**src/rtl/rom_loader_pkg.sv**
```systemverilog
// rtl/rom_loader_pkg.sv - shared constants and state encoding for the ROM boot loader
package rom_loader_pkg;

  localparam logic [7:0] SYNC_BYTE = 8'hA5;
  localparam int         WORD_W    = 32;
  localparam int         ADDR_W    = 32;

  typedef enum logic [2:0] {
    ST_IDLE  = 3'd0,
    ST_LEN0  = 3'd1,
    ST_LEN1  = 3'd2,
    ST_DATA  = 3'd3,
    ST_CHECK = 3'd4,
    ST_DONE  = 3'd5,
    ST_ERR   = 3'd6
  } ldr_state_e;

  function automatic logic in_frame(input ldr_state_e s);
    return (s == ST_LEN0) || (s == ST_LEN1) || (s == ST_DATA) || (s == ST_CHECK);
  endfunction

endpackage

```
**src/rtl/rom_loader_timeout.sv**
```systemverilog
// rtl/rom_loader_timeout.sv - inter-byte idle counter; expires after CYCLES-1 idle cycles
module rom_loader_timeout #(
  parameter int CYCLES = 1000000,
  parameter int W      = 20
) (
  input  logic clk,
  input  logic rst_n,
  input  logic clr_i,
  input  logic en_i,
  output logic expired_o
);

  logic [W-1:0] cnt_q, cnt_d;

  assign expired_o = en_i && !clr_i && (cnt_q == W'(CYCLES - 1));

  always_comb begin
    cnt_d = cnt_q;
    if (clr_i) begin
      cnt_d = '0;
    end else if (en_i && !expired_o) begin
      cnt_d = cnt_q + 1'b1;
    end
  end

  always_ff @(posedge clk or negedge rst_n) begin
    if (!rst_n) begin
      cnt_q <= '0;
    end else begin
      cnt_q <= cnt_d;
    end
  end

endmodule

```
**src/rtl/rom_loader.sv**
```systemverilog
// rtl/rom_loader.sv - byte-stream boot loader writing checksum-verified images into the instruction ROM
module rom_loader
  import rom_loader_pkg::*;
#(
  parameter int                ROM_DEPTH         = 256,
  parameter int                ROM_DEPTH_BIT_LEN = 8,
  parameter logic [ADDR_W-1:0] BASE_ADDR         = 32'h0,
  parameter int                TIMEOUT_CYCLES    = 1000000,
  parameter int                TIMEOUT_BIT_LEN   = 20
) (
  input  logic              clk,
  input  logic              rst_n,
  input  logic              rx_valid_i,
  input  logic [7:0]        rx_data_i,
  output logic              w_en_o,
  output logic [ADDR_W-1:0] w_addr_o,
  output logic [WORD_W-1:0] w_data_o,
  output logic [3:0]        w_sel_o,
  output logic              hold_o,
  output logic              busy_o,
  output logic              done_o,
  output logic              err_o
);

  localparam int          CW        = ROM_DEPTH_BIT_LEN + 2;
  localparam logic [16:0] MAX_BYTES = 17'(ROM_DEPTH * 4);

  ldr_state_e        state_q, state_d;
  logic [15:0]       len_q, len_d;
  logic [CW-1:0]     cnt_q, cnt_d;
  logic [7:0]        csum_q, csum_d;
  logic [WORD_W-1:0] stage_q, stage_d;
  logic [3:0]        mask_q, mask_d;
  logic              w_en_q, w_en_d;
  logic [ADDR_W-1:0] w_addr_q, w_addr_d;
  logic [WORD_W-1:0] w_data_q, w_data_d;
  logic [3:0]        w_sel_q, w_sel_d;
  logic              hold_q, hold_d;
  logic              busy_q, busy_d;
  logic              done_q, done_d;
  logic              err_q, err_d;

  logic              expired;
  logic [1:0]        lane;
  logic              last_byte;
  logic [15:0]       n_full;

  rom_loader_timeout #(
    .CYCLES (TIMEOUT_CYCLES),
    .W      (TIMEOUT_BIT_LEN)
  ) u_timeout (
    .clk       (clk),
    .rst_n     (rst_n),
    .clr_i     (rx_valid_i || !in_frame(state_q)),
    .en_i      (in_frame(state_q)),
    .expired_o (expired)
  );

  assign lane      = cnt_q[1:0];
  assign last_byte = (16'(cnt_q) == (len_q - 16'd1));
  assign n_full    = {rx_data_i, len_q[7:0]};

  always_comb begin
    state_d  = state_q;
    len_d    = len_q;
    cnt_d    = cnt_q;
    csum_d   = csum_q;
    stage_d  = stage_q;
    mask_d   = mask_q;
    w_en_d   = 1'b0;
    w_addr_d = w_addr_q;
    w_data_d = w_data_q;
    w_sel_d  = w_sel_q;
    hold_d   = hold_q;
    err_d    = err_q;

    case (state_q)
      ST_IDLE: begin
        if (rx_valid_i && rx_data_i == SYNC_BYTE) begin
          state_d = ST_LEN0;
          hold_d  = 1'b1;
          err_d   = 1'b0;
          csum_d  = '0;
          cnt_d   = '0;
          stage_d = '0;
          mask_d  = '0;
        end
      end
      ST_LEN0: begin
        if (rx_valid_i) begin
          len_d   = {8'h00, rx_data_i};
          state_d = ST_LEN1;
        end
      end
      ST_LEN1: begin
        if (rx_valid_i) begin
          len_d = n_full;
          if (n_full == 16'd0) begin
            state_d = ST_CHECK;
          end else if ({1'b0, n_full} > MAX_BYTES) begin
            state_d = ST_ERR;
          end else begin
            state_d = ST_DATA;
          end
        end
      end
      ST_DATA: begin
        if (rx_valid_i) begin
          stage_d = stage_q | (WORD_W'(rx_data_i) << {lane, 3'b000});
          mask_d  = mask_q | (4'b0001 << lane);
          csum_d  = csum_q ^ rx_data_i;
          cnt_d   = cnt_q + 1'b1;
          // The write register is separate from staging, so the next byte may land next cycle.
          if (lane == 2'd3 || last_byte) begin
            w_en_d   = 1'b1;
            w_data_d = stage_d;
            w_sel_d  = mask_d;
            w_addr_d = BASE_ADDR + ADDR_W'({cnt_q[CW-1:2], 2'b00});
            stage_d  = '0;
            mask_d   = '0;
          end
          if (last_byte) begin
            state_d = ST_CHECK;
          end
        end
      end
      ST_CHECK: begin
        if (rx_valid_i) begin
          state_d = (rx_data_i == csum_q) ? ST_DONE : ST_ERR;
        end
      end
      ST_DONE: state_d = ST_IDLE;
      ST_ERR:  state_d = ST_IDLE;
      default: state_d = ST_IDLE;
    endcase

    if (expired) begin
      state_d = ST_ERR;
      stage_d = '0;
      mask_d  = '0;
    end

    if (state_d == ST_ERR) begin
      err_d = 1'b1;
    end
    done_d = (state_d == ST_DONE);
    if (state_d == ST_DONE) begin
      hold_d = 1'b0;
    end
    busy_d = in_frame(state_d);
  end

  always_ff @(posedge clk or negedge rst_n) begin
    if (!rst_n) begin
      state_q  <= ST_IDLE;
      len_q    <= '0;
      cnt_q    <= '0;
      csum_q   <= '0;
      stage_q  <= '0;
      mask_q   <= '0;
      w_en_q   <= 1'b0;
      w_addr_q <= BASE_ADDR;
      w_data_q <= '0;
      w_sel_q  <= '0;
      hold_q   <= 1'b1;
      busy_q   <= 1'b0;
      done_q   <= 1'b0;
      err_q    <= 1'b0;
    end else begin
      state_q  <= state_d;
      len_q    <= len_d;
      cnt_q    <= cnt_d;
      csum_q   <= csum_d;
      stage_q  <= stage_d;
      mask_q   <= mask_d;
      w_en_q   <= w_en_d;
      w_addr_q <= w_addr_d;
      w_data_q <= w_data_d;
      w_sel_q  <= w_sel_d;
      hold_q   <= hold_d;
      busy_q   <= busy_d;
      done_q   <= done_d;
      err_q    <= err_d;
    end
  end

  assign w_en_o   = w_en_q;
  assign w_addr_o = w_addr_q;
  assign w_data_o = w_data_q;
  assign w_sel_o  = w_sel_q;
  assign hold_o   = hold_q;
  assign busy_o   = busy_q;
  assign done_o   = done_q;
  assign err_o    = err_q;

endmodule

```
**config.mk**
```make
export PLATFORM = sky130hd
export DESIGN_NAME = rom_loader
export DESIGN_NICKNAME = d
export VERILOG_FILES = /design/src/rtl/rom_loader_pkg.sv /design/src/rtl/rom_loader_timeout.sv /design/src/rtl/rom_loader.sv
export SDC_FILE = /design/constraint.sdc
export NUM_CORES = 1
export LEC_CHECK = 0
export ABC_AREA = 1
export BUFFER_PORTS_ARGS = -buffer_cell sky130_fd_sc_hd__buf_4
export CAP_MARGIN = 15
export CORE_UTILIZATION = 59
export CTS_CLUSTER_DIAMETER = 150
export DETAILED_ROUTE_END_ITERATION = 8
export PLACE_DENSITY = 0.78
export REMOVE_ABC_BUFFERS = 1
export SETUP_SLACK_MARGIN = 0.05
export SLEW_MARGIN = 10
export SYNTH_ARGS = -nofsm -noshare
export SYNTH_HDL_FRONTEND = slang
export SYNTH_SLANG_ARGS = --single-unit
```
**constraint.sdc**
```tcl
create_clock -name clk -period 2.52 [get_ports clk]
set_clock_uncertainty 0.05 [all_clocks]
set_input_delay 0 -clock clk [delete_from_list [all_inputs] [get_ports clk]]
set_output_delay 0 -clock clk [all_outputs]
set_load 0.03 [all_outputs]
```
Word level (Yosys, flattened, before mapping):

Index checks and enable logic that the tools add are counted.

* logic and storage cells: 120
* input bits: 11
* register bits: 142
* output and inout bits: 73

* shifts and indexed selects: 2
* reduce and logical (&&, ||, !) cells: 32
* equal/unequal tests: 21
* magnitude comparators: 1
* $add $sub $neg: 3
* bitwise logic cells: 4
* muxes and demuxes: 41

Operators by type and width (number)
* 32-bit 2-to-1 mux: 4
* 32-bit case mux with 2 select lines: 1
* 20-bit 2-to-1 mux: 2
* 16-bit 2-to-1 mux: 2
* 32-bit bitwise OR: 1
* 16-bit case mux with 2 select lines: 1
* 8-bit by 5-bit << shifter with 32-bit output: 1
* 3-bit 2-to-1 mux: 9
* 20-bit by 1-bit adder with 20-bit output, second input constant: 1
* 20-bit equality test, second input constant: 1
* 10-bit 2-to-1 mux: 2
* 10-bit case mux with 2 select lines: 1
* 10-bit by 16-bit equality test with 1-bit output: 1
* 16-bit by 11-bit > comparator with 1-bit output, second input constant: 1
* 16-bit zero test: 1
* 4-bit 2-to-1 mux: 4
* 8-bit 2-to-1 mux: 2
* 8-bit case mux with 2 select lines: 1
* 16-bit by 1-bit subtractor with 16-bit output, second input constant: 1
* 3-bit case mux with 5 select lines: 1
* 3-bit AND reduction: 5
* 2-bit nonzero test: 7
* 3-bit by 2-bit equality test with 1-bit output, second input constant: 4
* 3-bit equality test, second input constant: 4
* 20 further kinds: 46

Logic depth before layout (Yosys ltp):

* word-level depth: 14
* depth in mapped cells: 18

Modules after synthesis:

From an unflattened synthesis, not the netlist that was laid out.

* cell total of the unflattened synthesis: 974
* area total of the unflattened synthesis: 7682.4 um^2

By module, submodules not included
* rom_loader: times used 1, area each 6190.9 um^2, cells each 746
* rom_loader_timeout: times used 1, area each 1491.4 um^2, cells each 228

Least setup slack after synthesis:

No wires, ideal clock.

* path type: register -> register
* start: register len_q[0]
* end: register w_data_q[13] (netlist: w_data_o[13])
* clock period less this slack: 2.216 ns
* data arrival time: 2.037 ns
* data required time: 2.341 ns
* path slack: 0.304 ns
* stages on the path, launching flop included: 16
* path buffers: 2
* cells stage by stage: dfrtp_1 -> inv_1 -> ha_1 -> nand2_1 -> nor2_1 -> nand3_1 -> nand2_1 -> inv_1 -> nor2_1 -> nand3_1 -> nor2_2 -> a21oi_4 -> nor2_8 -> buf_12 -> buf_12 -> a21oi_4

* cells in the longest elaborated chain, start to end: 4

Ends and longest elaborated chain
* start, declared: RTL line rom_loader.sv:29 `logic [15:0] len_q, len_d;`
* start signal, assigned: RTL line rom_loader.sv:171 `len_q <= len_d;`
* 16-bit by 1-bit subtractor with 16-bit output: RTL line rom_loader.sv:60 `assign last_byte = (16'(cnt_q) == (len_q - 16'd1));`
* 10-bit by 16-bit equality test with 1-bit output: RTL line rom_loader.sv:60
* 1-bit logical OR: RTL line rom_loader.sv:114 `if (lane == 2'd3 || last_byte) begin`
* 3-bit AND reduction (no line)
* end signal, assigned: RTL line rom_loader.sv:178 `w_data_q <= w_data_d;`
* end, declared: RTL line rom_loader.sv:36 `logic [WORD_W-1:0] w_data_q, w_data_d;`

Every way passes these cells.
A chain may end at the register's enable or synchronous reset.

Worst setup path after layout:

* start: register len_q[1]
* end: register w_data_q[31] (netlist: w_data_o[31])

Same word-level chain as after synthesis.

==> Flow_metrics.wiki <==
{| class="wikitable"
! Metric !! Value
|-
| Outcome || finished clean
|-
| GR Overflow Total || 0
|-
| Number of synthesis warnings || 0
|-
| Antenna violations before repair || 0
|-
| P_int || 5.99 mW
|-
| Highest achievable clock rate || 426 MHz
|-
| Routability cong. || 0.884
|-
| Ranking of synthesized cells by area || sky130_fd_sc_hd__dfrtp_1 (48%), sky130_fd_sc_hd__nand2_1 (8.5%), sky130_fd_sc_hd__nor2_1 (5.8%)
|-
| Tightest Pin Transition || 0.759 ns
|-
| Instance count of the mapped netlist || 886
|-
| Final count of hold timing violations || 0
|-
| Combinational group share of total power || 0.405
|-
| Largest net degree at the start of global routing || 69
|-
| Peak fanout along the critical path || 11
|-
| Required time of the critical path || 2.82 ns
|-
| Clock-pin slew reported for the worst setup and hold paths after clock tree synthesis || 0.06 ns
|-
| Setup violators final || 0
|-
| Count of fill cells added during filler insertion || 895
|-
| Most frequent standard cell in the layout excluding fill and tap cells || sky130_fd_sc_hd__nand2_1
|-
| Max Transition Viols Final || 0
|-
| DRC violations left || 0
|-
| First-pass GRT wire length || 28.1 mm
|-
| Top-level I/O count || 84
|-
| Proportion of layout cells with a drive suffix above 1 || 0.179
|-
| Met2 Track Usage GR || 0.454
|-
| Setup Total Neg Slack || 0 ns
|-
| Setup CP Type || flip-flop to flip-flop
|-
| Worst min path class || input pin to asynchronous set/reset pin
|-
| Floorplan die height || 114 um
|-
| Library cells used by synthesis || 39
|-
| Routed len/inst || 15.2 um
|-
| Cell row count || 40
|-
| Relative contribution of the clock network to total power || 0.255
|-
| Number of global-route vias before repair || 5883
|-
| Normalized max-slew margin || 0.492
|-
| Die footprint || 0.0129 mm^2
|-
| Total number of nets in the final design || 989
|-
| Number of sinks handled by clock tree synthesis || 142
|-
| GRT Max-Usage Layer || met2
|-
| Area share of the largest cell type after synthesis || 0.480
|-
| Largest stage delay on the critical path || 0.36 ns
|-
| Final worst slack || 0.174 ns
|-
| Via/cell ratio || 5.40
|-
| Diodes inserted || 0
|-
| Overall global routing resource usage || 0.282
|-
| CTS tree || yes
|-
| Detailed Route Iter0 Violations || 464
|-
| Area of the mapped netlist || 0.00735 mm^2
|-
| Setup repair after global routing missed its margin || yes
|-
| CTS Buf Count || 17
|-
| Number of nets with antenna violations after detailed routing || 0
|-
| Mapped Avg Cell Area || 8.30 um^2
|-
| Register area share after synthesis || 0.483
|-
| Switching power total || 4.12 mW
|-
| Detail Placement HPWL || 11.3 mm
|-
| Count of input and output buffers || 59
|-
| Power density normalized to cell area || 1150 mW/mm^2
|-
| Clock latency at the later pin of the worst-skew pair || 0.42 ns
|-
| Max-cap violations || 0
|-
| CTS H-Tree Depth || 4
|-
| Post-layout min period || 2.35 ns
|-
| Initial core utilization || 0.610
|-
| Cell type of the slowest stage on the worst timing path || sky130_fd_sc_hd__dfrtp_1
|-
| Worst path cell trace || inv_1, ha_4, xor2_1, nand2_1, nor2_1, nand2_1, nor2_1, nand2_1, nor2_4, a21oi_4, nor2_8, buf_4, buf_12, nor2_1, a21oi_1
|-
| Core region area || 0.0121 mm^2
|-
| Met3 track demand over resource || 0.0659
|-
| Flops & latches, synth || 142
|-
| CP Data Arrival Time || 2.64 ns
|-
| Synth-to-Final Area Change || 19.5%
|-
| Top cell family by delay on the critical path || simple AND/OR/NAND/NOR gates
|-
| Worst Path Buf+Inv || 3
|-
| Crit end category || flip-flop
|-
| Pre-CTS setup slack || 0.0689 ns
|-
| Vias after detailed routing || 6228
|-
| Final cycle utilization of the critical path || 0.931
|-
| Met1 global-route usage || 0.369
|-
| Critical path startpoint category || flip-flop
|-
| Sequential share of power || 0.340
|-
| Floorplan die width || 114 um
|-
| Biggest area consumer among synthesized cells || sky130_fd_sc_hd__dfrtp_1
|-
| Cell at the root of the clock tree || sky130_fd_sc_hd__clkbuf_16
|-
| Pleak || 4.10 nW
|-
| Wire length reported by the detailed router || 17.6 mm
|-
| Top library cells by usage in the layout, fill and taps aside || sky130_fd_sc_hd__nand2_1 (166), sky130_fd_sc_hd__dfrtp_1 (141), sky130_fd_sc_hd__nor2_1 (110)
|-
| Switching fraction of total power || 0.407
|-
| Peak VDD IR || 781 uV
|-
| First-pass detailed-route iteration total || 5
|-
| Clock buffer depth || 2
|}
cell type report:
cell class / count / area (um^2) / area share
flip-flops and latches: 142 / 3550 / 0.405
multi-input cells: 603 / 3110 / 0.354
repair buffers: 99 / 893 / 0.102
clock buffers: 23 / 478 / 0.0544
inverters: 109 / 409 / 0.0466
well taps: 168 / 210 / 0.0239
clock inverters: 9 / 133 / 0.0151
layer usage:
| metal | vias to the layer above | wire length [um] |
|---|---|---|
| met5 | - | 0 |
| met1 | 2963 | 7610 |
| met4 | 0 | 351 |
| met3 | 39 | 968 |
| met2 | 227 | 8630 |
| li1 | 2999 | - |
cell families after synthesis:
family	share of synthesized area
buf+inv	0.110
other cells	0.000510
flops	0.483
compound gates	0.151
xor+xnor	0.0238
fa+ha+maj	0.0102
simple gates	0.222
state kept, by name, summed over array words and instances, names as in the netlist:
name,cells
w_sel_o,4
w_en_o,1
cnt_q,10
err_o,1
csum_q,8
hold_o,1
len_q,16
u_timeout.cnt_q,20
mask_q,4
state_q,3
stage_q,32
busy_o,1
w_data_o,32
w_addr_o,8
done_o,1
worst paths after layout:
check,cells past startpoint,slack [ns],to,from
hold reg to reg,2,0.45,err_o,err_o
setup / recovery,15,0.17,w_data_o[31],len_q[1]
max in group asynchronous,3,1.54,csum_q[6],rst_n
setup reg to reg,15,0.17,w_data_o[31],len_q[1]
min in group clk,4,0.40,len_q[12],rx_data_i[4]
hold / removal,2,0.10,len_q[13],rst_n
through the flow:
stage | instance area (um^2) | power [mW] | hold WS, ns | utilization | std cells
floorplan | 7040 | 6.08 | -0.346 | - | 854
global placement | 7880 | 7.32 | 0.00373 | 0.654 | 1097
detailed placement | 7880 | 7.40 | -0.00134 | 0.654 | 1097
CTS | 8620 | 10.1 | 0.128 | 0.715 | 1142
global route | 8790 | 10.7 | 0.154 | 0.728 | 1153
finish | 8790 | 10.1 | 0.104 | 0.728 | 1153
worst register-to-register path, stage by stage (launching register included):
cell                      delay (ns)
sky130_fd_sc_hd__dfrtp_1        0.36
sky130_fd_sc_hd__inv_1          0.10
sky130_fd_sc_hd__ha_4           0.28
sky130_fd_sc_hd__xor2_1         0.14
sky130_fd_sc_hd__nand2_1        0.07
sky130_fd_sc_hd__nor2_1         0.13
sky130_fd_sc_hd__nand2_1        0.06
sky130_fd_sc_hd__nor2_1         0.12
sky130_fd_sc_hd__nand2_1        0.10
sky130_fd_sc_hd__nor2_4         0.16
sky130_fd_sc_hd__a21oi_4        0.11
sky130_fd_sc_hd__nor2_8         0.14
sky130_fd_sc_hd__buf_4          0.17
sky130_fd_sc_hd__buf_12         0.14
sky130_fd_sc_hd__nor2_1         0.05
sky130_fd_sc_hd__a21oi_1        0.11
repair_timing:
action | CTS | global route
endpoints found under the setup margin | 7 | 46
gates resized for setup | 0 | 9
endpoints found under the hold margin | 106 | 0
pin swaps | 1 | 3
cloned | 0 | 3
buffers inserted | 2 | 8
hold buffers | 11 | 0
power by group through the flow:
| stage | clock network [mW] | logic (mW) | registers, mW |
|---|---|---|---|
| final | 2.58 | 4.09 | 3.44 |
| after floorplan | 0 | 1.96 | 4.11 |
| after global placement | 0 | 3.88 | 3.44 |
| after CTS | 2.62 | 4.02 | 3.42 |
| after global routing | 2.71 | 4.48 | 3.51 |
| after detailed placement | 0 | 3.96 | 3.44 |
cell usage after synthesis (all sizes together):
cell and count:
nor3 14, a31o 8, a31oi 9, a22o 2
xor2 10, nand3b 1, clkbuf 13, a21oi 102
nor3b 3, dfrtp 141, nand4 11, conb 1
nand3 41, nor4 10, o21bai 16, xnor2 10
o31ai 1, clkinv 1, dfstp 1, ha 6
o22ai 6, buf 42, o21ai 33, nand2 172
nor2 124, inv 108
(Power assumes the default switching activity.)
